===== src/rtl/ctrl_pkg.sv =====
// Shared encodings and per-state output decode for the multi-cycle control FSM.
// The exception state is only decoded when OVERFLOW_EXC_EN is defined.
package ctrl_pkg;

  typedef enum logic [3:0] {
    S_RESET     = 4'd0,
    S_FETCH     = 4'd1,
    S_DECODE    = 4'd2,
    S_MEM_ADDR  = 4'd3,
    S_MEM_READ  = 4'd4,
    S_MEM_WB    = 4'd5,
    S_MEM_WRITE = 4'd6,
    S_R_EXEC    = 4'd7,
    S_R_WB      = 4'd8,
    S_ADDI_EXEC = 4'd9,
    S_ADDI_WB   = 4'd10,
    S_BRANCH    = 4'd11,
    S_JUMP      = 4'd12,
    S_EXC       = 4'd13
  } state_t;

  localparam logic [5:0] OP_RTYPE = 6'h00;
  localparam logic [5:0] OP_ADDI  = 6'h08;
  localparam logic [5:0] OP_LW    = 6'h23;
  localparam logic [5:0] OP_SW    = 6'h2B;
  localparam logic [5:0] OP_BEQ   = 6'h04;
  localparam logic [5:0] OP_J     = 6'h02;

  localparam logic [5:0] FN_ADD = 6'h20;
  localparam logic [5:0] FN_SUB = 6'h22;
  localparam logic [5:0] FN_AND = 6'h24;
  localparam logic [5:0] FN_OR  = 6'h25;

  typedef enum logic [2:0] {
    ALU_ADD = 3'b000,
    ALU_SUB = 3'b001,
    ALU_AND = 3'b010,
    ALU_OR  = 3'b011
  } alu_op_t;

  typedef enum logic [1:0] {
    B_REG     = 2'b00,
    B_FOUR    = 2'b01,
    B_IMM     = 2'b10,
    B_IMM_SL2 = 2'b11
  } mux_b_t;

  typedef enum logic [1:0] {
    PC_ALU    = 2'b00,
    PC_ALUOUT = 2'b01,
    PC_JUMP   = 2'b10,
    PC_EXC    = 2'b11
  } pc_src_t;

  typedef struct packed {
    logic    mux_a_sel;
    mux_b_t  mux_b_sel;
    alu_op_t alu_op;
    pc_src_t pc_src;
    logic    pc_write;
    logic    pc_write_cond;
    logic    iord;
    logic    mem_read;
    logic    mem_write;
    logic    ir_write;
    logic    reg_write;
    logic    reg_dst;
    logic    mem_to_reg;
    logic    epc_write;
  } ctrl_out_t;

  // Moore outputs of a state; r_op is the ALU op latched from funct at decode.
  function automatic ctrl_out_t state_outputs(input state_t s, input alu_op_t r_op);
    ctrl_out_t o;
    o = '0;
    case (s)
      S_FETCH: begin
        o.mem_read  = 1'b1;
        o.mux_b_sel = B_FOUR;
      end
      S_DECODE:    o.mux_b_sel = B_IMM_SL2;
      S_MEM_ADDR, S_ADDI_EXEC: begin
        o.mux_a_sel = 1'b1;
        o.mux_b_sel = B_IMM;
      end
      S_MEM_READ: begin
        o.iord     = 1'b1;
        o.mem_read = 1'b1;
      end
      S_MEM_WB: begin
        o.reg_write  = 1'b1;
        o.mem_to_reg = 1'b1;
      end
      S_MEM_WRITE: begin
        o.iord      = 1'b1;
        o.mem_write = 1'b1;
      end
      S_R_EXEC: begin
        o.mux_a_sel = 1'b1;
        o.alu_op    = r_op;
      end
      S_R_WB: begin
        o.mux_a_sel = 1'b1;
        o.alu_op    = r_op;
        o.reg_write = 1'b1;
        o.reg_dst   = 1'b1;
      end
      S_ADDI_WB:   o.reg_write = 1'b1;
      S_BRANCH: begin
        o.mux_a_sel     = 1'b1;
        o.alu_op        = ALU_SUB;
        o.pc_write_cond = 1'b1;
        o.pc_src        = PC_ALUOUT;
      end
      S_JUMP: begin
        o.pc_write = 1'b1;
        o.pc_src   = PC_JUMP;
      end
`ifdef OVERFLOW_EXC_EN
      S_EXC: begin
        o.epc_write = 1'b1;
        o.pc_write  = 1'b1;
        o.pc_src    = PC_EXC;
        o.mux_b_sel = B_FOUR;
        o.alu_op    = ALU_SUB;
      end
`endif
      default: ;
    endcase
    return o;
  endfunction

endpackage


===== src/rtl/alu_dec.sv =====
// R-type funct field to ALU operation decoder with a supported-funct flag.
module alu_dec
  import ctrl_pkg::*;
(
  input  logic [5:0] funct_i,
  output alu_op_t    alu_op_o,
  output logic       valid_o
);

  always_comb begin
    alu_op_o = ALU_ADD;
    valid_o  = 1'b1;
    case (funct_i)
      FN_ADD:  alu_op_o = ALU_ADD;
      FN_SUB:  alu_op_o = ALU_SUB;
      FN_AND:  alu_op_o = ALU_AND;
      FN_OR:   alu_op_o = ALU_OR;
      default: valid_o  = 1'b0;
    endcase
  end

endmodule


===== src/rtl/control_fsm.sv =====
// Multi-cycle datapath control FSM with registered outputs.
// OVERFLOW_EXC_EN adds the EXC state for signed overflow and invalid instructions.
module control_fsm
  import ctrl_pkg::*;
(
  input  logic       clk,
  input  logic       reset_n,
  input  logic [5:0] opcode,
  input  logic [5:0] funct,
  input  logic       zero,
  input  logic       overflow,
  input  logic       mem_ready,
  output logic       mux_a_sel,
  output logic [1:0] mux_b_sel,
  output logic [2:0] alu_op,
  output logic [1:0] pc_src,
  output logic       pc_write,
  output logic       pc_write_cond,
  output logic       iord,
  output logic       mem_read,
  output logic       mem_write,
  output logic       ir_write,
  output logic       reg_write,
  output logic       reg_dst,
  output logic       mem_to_reg,
  output logic       epc_write,
  output state_t     dbg_state
);

  state_t    state_q, state_d;
  ctrl_out_t out_q;
  alu_op_t   rop_q, rop_d;
  alu_op_t   dec_op;
  logic      dec_valid;
  state_t    bad_next;
  logic      ovf_trap;
  logic      fetch_done;

  alu_dec u_alu_dec (
    .funct_i  (funct),
    .alu_op_o (dec_op),
    .valid_o  (dec_valid)
  );

`ifdef OVERFLOW_EXC_EN
  logic unused_inputs;
  assign unused_inputs = zero;
  assign bad_next = S_EXC;
  assign ovf_trap = overflow && ((rop_q == ALU_ADD) || (rop_q == ALU_SUB));
`else
  logic unused_inputs;
  assign unused_inputs = ^{zero, overflow};
  assign bad_next = S_FETCH;
  assign ovf_trap = 1'b0;
`endif

  assign rop_d = (state_q == S_DECODE) ? dec_op : rop_q;

  always_comb begin
    state_d = S_FETCH;
    case (state_q)
      S_RESET: state_d = S_FETCH;
      S_FETCH: state_d = mem_ready ? S_DECODE : S_FETCH;
      S_DECODE: begin
        case (opcode)
          OP_RTYPE:     state_d = dec_valid ? S_R_EXEC : bad_next;
          OP_ADDI:      state_d = S_ADDI_EXEC;
          OP_LW, OP_SW: state_d = S_MEM_ADDR;
          OP_BEQ:       state_d = S_BRANCH;
          OP_J:         state_d = S_JUMP;
          default:      state_d = bad_next;
        endcase
      end
      S_MEM_ADDR:  state_d = (opcode == OP_SW) ? S_MEM_WRITE : S_MEM_READ;
      S_MEM_READ:  state_d = mem_ready ? S_MEM_WB : S_MEM_READ;
      S_MEM_WRITE: state_d = mem_ready ? S_FETCH : S_MEM_WRITE;
      S_R_EXEC:    state_d = ovf_trap ? S_EXC : S_R_WB;
      S_ADDI_EXEC: state_d = S_ADDI_WB;
      default:     state_d = S_FETCH;
    endcase
  end

  always_ff @(posedge clk or negedge reset_n) begin
    if (!reset_n) begin
      state_q <= S_RESET;
      out_q   <= '0;
      rop_q   <= ALU_ADD;
    end else begin
      state_q <= state_d;
      out_q   <= state_outputs(state_d, rop_d);
      rop_q   <= rop_d;
    end
  end

  // IR load and PC+4 happen in the same cycle the fetch completes, so they follow mem_ready.
  assign fetch_done = (state_q == S_FETCH) && mem_ready;

  assign mux_a_sel     = out_q.mux_a_sel;
  assign mux_b_sel     = out_q.mux_b_sel;
  assign alu_op        = out_q.alu_op;
  assign pc_src        = out_q.pc_src;
  assign pc_write      = out_q.pc_write | fetch_done;
  assign pc_write_cond = out_q.pc_write_cond;
  assign iord          = out_q.iord;
  assign mem_read      = out_q.mem_read;
  assign mem_write     = out_q.mem_write;
  assign ir_write      = out_q.ir_write | fetch_done;
  assign reg_write     = out_q.reg_write;
  assign reg_dst       = out_q.reg_dst;
  assign mem_to_reg    = out_q.mem_to_reg;
  assign epc_write     = out_q.epc_write;
  assign dbg_state     = state_q;

endmodule


===== config.mk =====
export PLATFORM = sky130hd
export DESIGN_NAME = control_fsm
export DESIGN_NICKNAME = d
export VERILOG_FILES = /design/src/rtl/ctrl_pkg.sv /design/src/rtl/alu_dec.sv /design/src/rtl/control_fsm.sv
export SDC_FILE = /design/constraint.sdc
export NUM_CORES = 1
export LEC_CHECK = 0
export ABC_CLOCK_PERIOD_IN_PS = 3300
export CAP_MARGIN = 20
export CORE_MARGIN = 1.5
export CORE_UTILIZATION = 25
export DETAILED_ROUTE_END_ITERATION = 6
export PLACE_DENSITY_LB_ADDON = 0.12
export SYNTH_ARGS = -nofsm -noshare
export SYNTH_HDL_FRONTEND = slang
export SYNTH_SLANG_ARGS = --single-unit

===== constraint.sdc =====
create_clock -name clk -period 3.3 [get_ports clk]
set_clock_uncertainty 0.1 [all_clocks]
set_input_delay 0.825 -clock clk [delete_from_list [all_inputs] [get_ports clk]]
set_output_delay 0.825 -clock clk [all_outputs]
set_load 0.02 [all_outputs]

==> run metrics, run 1 <==
post-synth top area share=approximately 44%; Mapped Area=1240 sq um; Yosys reg bits=22; Routed WL=around 2.9 mm; Synth Area in Compound Gates=between 10% and 20%; Area Overhead vs Synth=34.3%; cell taking the most area after synthesis=dfrtp_1; fmax=around 0.32 GHz; slowest CP cell=clkdlybuf4s50_1; core box area=4750 sq um; post_cts resized=0; initial antenna violation count=0; critical path buffer and inverter count=2; kind of critical path=in -> out; ant diodes=0; Sink Count=22; Logic pwr share=48.6%; Worst slew margin=62.0%; TritonCTS clock tree=done; Root Buffer Master=clkbuf_8; sum of negative setup slack=0 ns; clock network fraction of total power=between 10% and 20%; PD cells=~660 nW/um^2; Final Max Tran Viols=0; Worst IR Drop VDD=0.243 mV; Worst Setup End Kind=output pin; Port Buffers=35; P_sw=0.443 mW; number of global-route vias before repair=slightly below 1000; Initial Utilization=roughly a quarter; Leak Pwr=approximately 0.66 nW; post-synthesis mux area share=under 10%; Placement Setup Slack=0.0570 ns; number of synthesized flops with an enable pin=0; grt ovf=0; GRT Overall Usage=around 11%; outcome=completed; CP dominant cell by count=clkdlybuf4s50_1; fin crit period=around 3.2 ns; GPL Wtd Cong=between 0.8 and 0.9; Clock Latency Late Sink=~0.25 ns; post-CTS setup buffers=0; Sw Ratio=about 40%; Int Power=about 0.66 mW; Design Power=between 1 and 1.5 mW; die span in x=about 73 microns; largest net degree at the start of global routing=23; # setup viols final=0; I/O Pins=39; first-pass GRT wire length=~4.8 mm; Flop pwr share=a little under two fifths; simple-gate share of the synthesized area=a little under a quarter; Worst Path Max Fanout=3; Worst EP required=about 2.4 ns; H-Tree Depth=1; actual slew at the worst max-slew pin=about 0.57 ns; Max Cap Viol=0; Starting DRT DRC Count=52; Post-Syn Nets=between 100 and 150; largest family of logic cells by synthesized area=simple AND/OR/NAND/NOR gates; layout cells sized above 1=11.5%; Synth Warn #=0; DRC errors left=0; unrepaired setup endpoints after global routing=no; CP max stage delay=about 0.6 ns; Die Y=between 70 and 80 microns; worst setup slack after layout=around 0.14 ns; Synth Area in XOR/XNOR=0.706%; CTS Buf Count=3; Final Hold Viols=0; Longest Clk Path Bufs=2; Post-Synth Adder-Cell Area=0%; period utilization=a little over nine tenths; Worst Hold Class=reg -> reg; DR vias=around 1000; Antenna Nets Post-Route=0; Mapped Cells=127; Critical Path AT=2.23 ns; synth top area cells=dfrtp_1, buf_4, nand2_1; CP cell instances=clkdlybuf4s50_1 > nand4_1 > nand2b_1 > clkdlybuf4s50_1; Layout fillers=508; DP HPWL=between 2 and 2.5 mm; routed len/inst=around 13 microns; Final Core Density=roughly a third; die area=about 5400 sq um; Synth async-reset ratio=100%; Distinct cells, synth=between 40 and 50; DRT Pass-1 Iters=4; ys flop type=dfrtp_1; Critical Path Start Type=input pin; register area share after synthesis=between 40 and 50%; final instance area=1670 sq um; Mean Syn Cell Area=between 9 and 10 sq um; max reg flops=4; Layout Nets=between 150 and 200; hold buffers post-CTS=0; vias per std cell=4.55; clock slew at reported path FFs=approximately 0.07 ns; placed cell areas=1630 sq um; CP top delay family=buffers and inverters; row cnt=25
[cell families (layout without fill, tap and decap cells)]
family,after synthesis,after routing
AO/OA/AOI/OAI,29,29
XOR/XNOR,1,1
buffers and inverters,21,51
flip-flops,22,22
multiplexers,2,2
other,1,1
AND/OR/NAND/NOR,51,51
[worst reg2reg max path, cell delays in order (launching register included)]
cell      delay, ns
dfrtp_1        0.55
or4b_4         0.64
a311o_1        0.39
o32a_4         0.45
clkinv_4       0.08
o311ai_4       0.10
nor3b_1        0.23
[cells in the final DEF (no fill, tap or decap), types with 2 or more instances in the layout]
| cell type | synthesis | final |
|---|---|---|
| dfrtp_1 | 22 | 22 |
| inv_1 | 3 | 3 |
| buf_4 | 9 | 8 |
| o21ai_0 | 6 | 6 |
| nor2b_1 | 4 | 4 |
| clkdlybuf4s50_1 | 0 | 35 |
| nor3_1 | 3 | 3 |
| clkbuf_8 | 0 | 3 |
| nand2_1 | 11 | 11 |
| o21a_1 | 3 | 3 |
| nand4b_1 | 2 | 2 |
| nor4b_1 | 2 | 2 |
| nor3b_1 | 3 | 3 |
| nor2_1 | 10 | 10 |
| nand4_1 | 2 | 2 |
| a22oi_1 | 2 | 2 |
| a21oi_1 | 6 | 6 |
| nand3_1 | 2 | 2 |
| nand2b_1 | 4 | 4 |
| nor4_1 | 2 | 2 |
[synth_stat cells, types with 3 or more instances]
| master | instances |
|---|---|
| nor2_1 | 10 |
| clkbuf_1 | 4 |
| nor3_1 | 3 |
| nand2b_1 | 4 |
| nand2_1 | 11 |
| nor2b_1 | 4 |
| o21a_1 | 3 |
| a21oi_1 | 6 |
| inv_1 | 3 |
| o21ai_0 | 6 |
| nor3b_1 | 3 |
| dfrtp_1 | 22 |
| buf_4 | 9 |
[area by class of cell]
type                    instances  area (sq um)  area share [%]
flip-flops and latches         22           551            33.0
inverters                       5          23.8            1.43
well taps                      67          83.8            5.03
multi-input cells              84           557            33.4
repair buffers                 43           410            24.6
clock buffers                   3          41.3            2.48
[routing by layer]
layer	vias up	wire, microns	track usage (%)
li1	506	-	-
met1	490	1400	16.5
met2	22	1390	17.8
met3	2	84	1.65
met4	0	25	3.09
met5	-	0	0
[metrics by stage]
step | std cells | hold slack (ns)
2_1_floorplan | 127 | 0.350
3_3_place_gp | 221 | 0.385
3_5_place_dp | 221 | 0.387
4_1_cts | 224 | 0.403
5_1_grt | 224 | 0.429
6_report | 224 | 0.398
[power by group through the flow]
stage / Combinational [mW] / Sequential (mW) / Clock, mW
3_3_place_gp: 0.539 / 0.412 / 0
4_1_cts: 0.541 / 0.409 / 0.166
2_1_floorplan: 0.350 / 0.415 / 0
6_report: 0.536 / 0.408 / 0.160
3_5_place_dp: 0.538 / 0.413 / 0
5_1_grt: 0.586 / 0.418 / 0.177
[worst paths after layout]
| check | startpoint | end | slack [ns] | cells after the start |
|---|---|---|---|---|
| setup / recovery | mem_ready | pc_write | 0.14 | 4 |
| hold / removal | rop_q[2] | rop_q[2] | 0.40 | 1 |
| setup reg to reg | dbg_state[0] | mem_write | 0.68 | 6 |
| hold reg to reg | rop_q[2] | rop_q[2] | 0.40 | 1 |
| max in group asynchronous | reset_n | dbg_state[3] | 2.07 | 2 |
| min in group asynchronous | reset_n | rop_q[1] | 0.82 | 2 |
Power figures use the tool's default switching activity.
==> run 2: changes to the inputs <==
Settings changed: CTS_BUF_LIST set to sky130_fd_sc_hd__clkbuf_8 sky130_fd_sc_hd__clkbuf_16.
==> results of run 2 <==
No change in the layout: final DEF, timing and power equal those of run 1.
==> run 3: changes to the inputs <==
Settings changed: CTS_CLUSTER_DIAMETER set to 30.
==> results of run 3 <==
No change in the layout: final DEF, timing and power equal those of run 1.
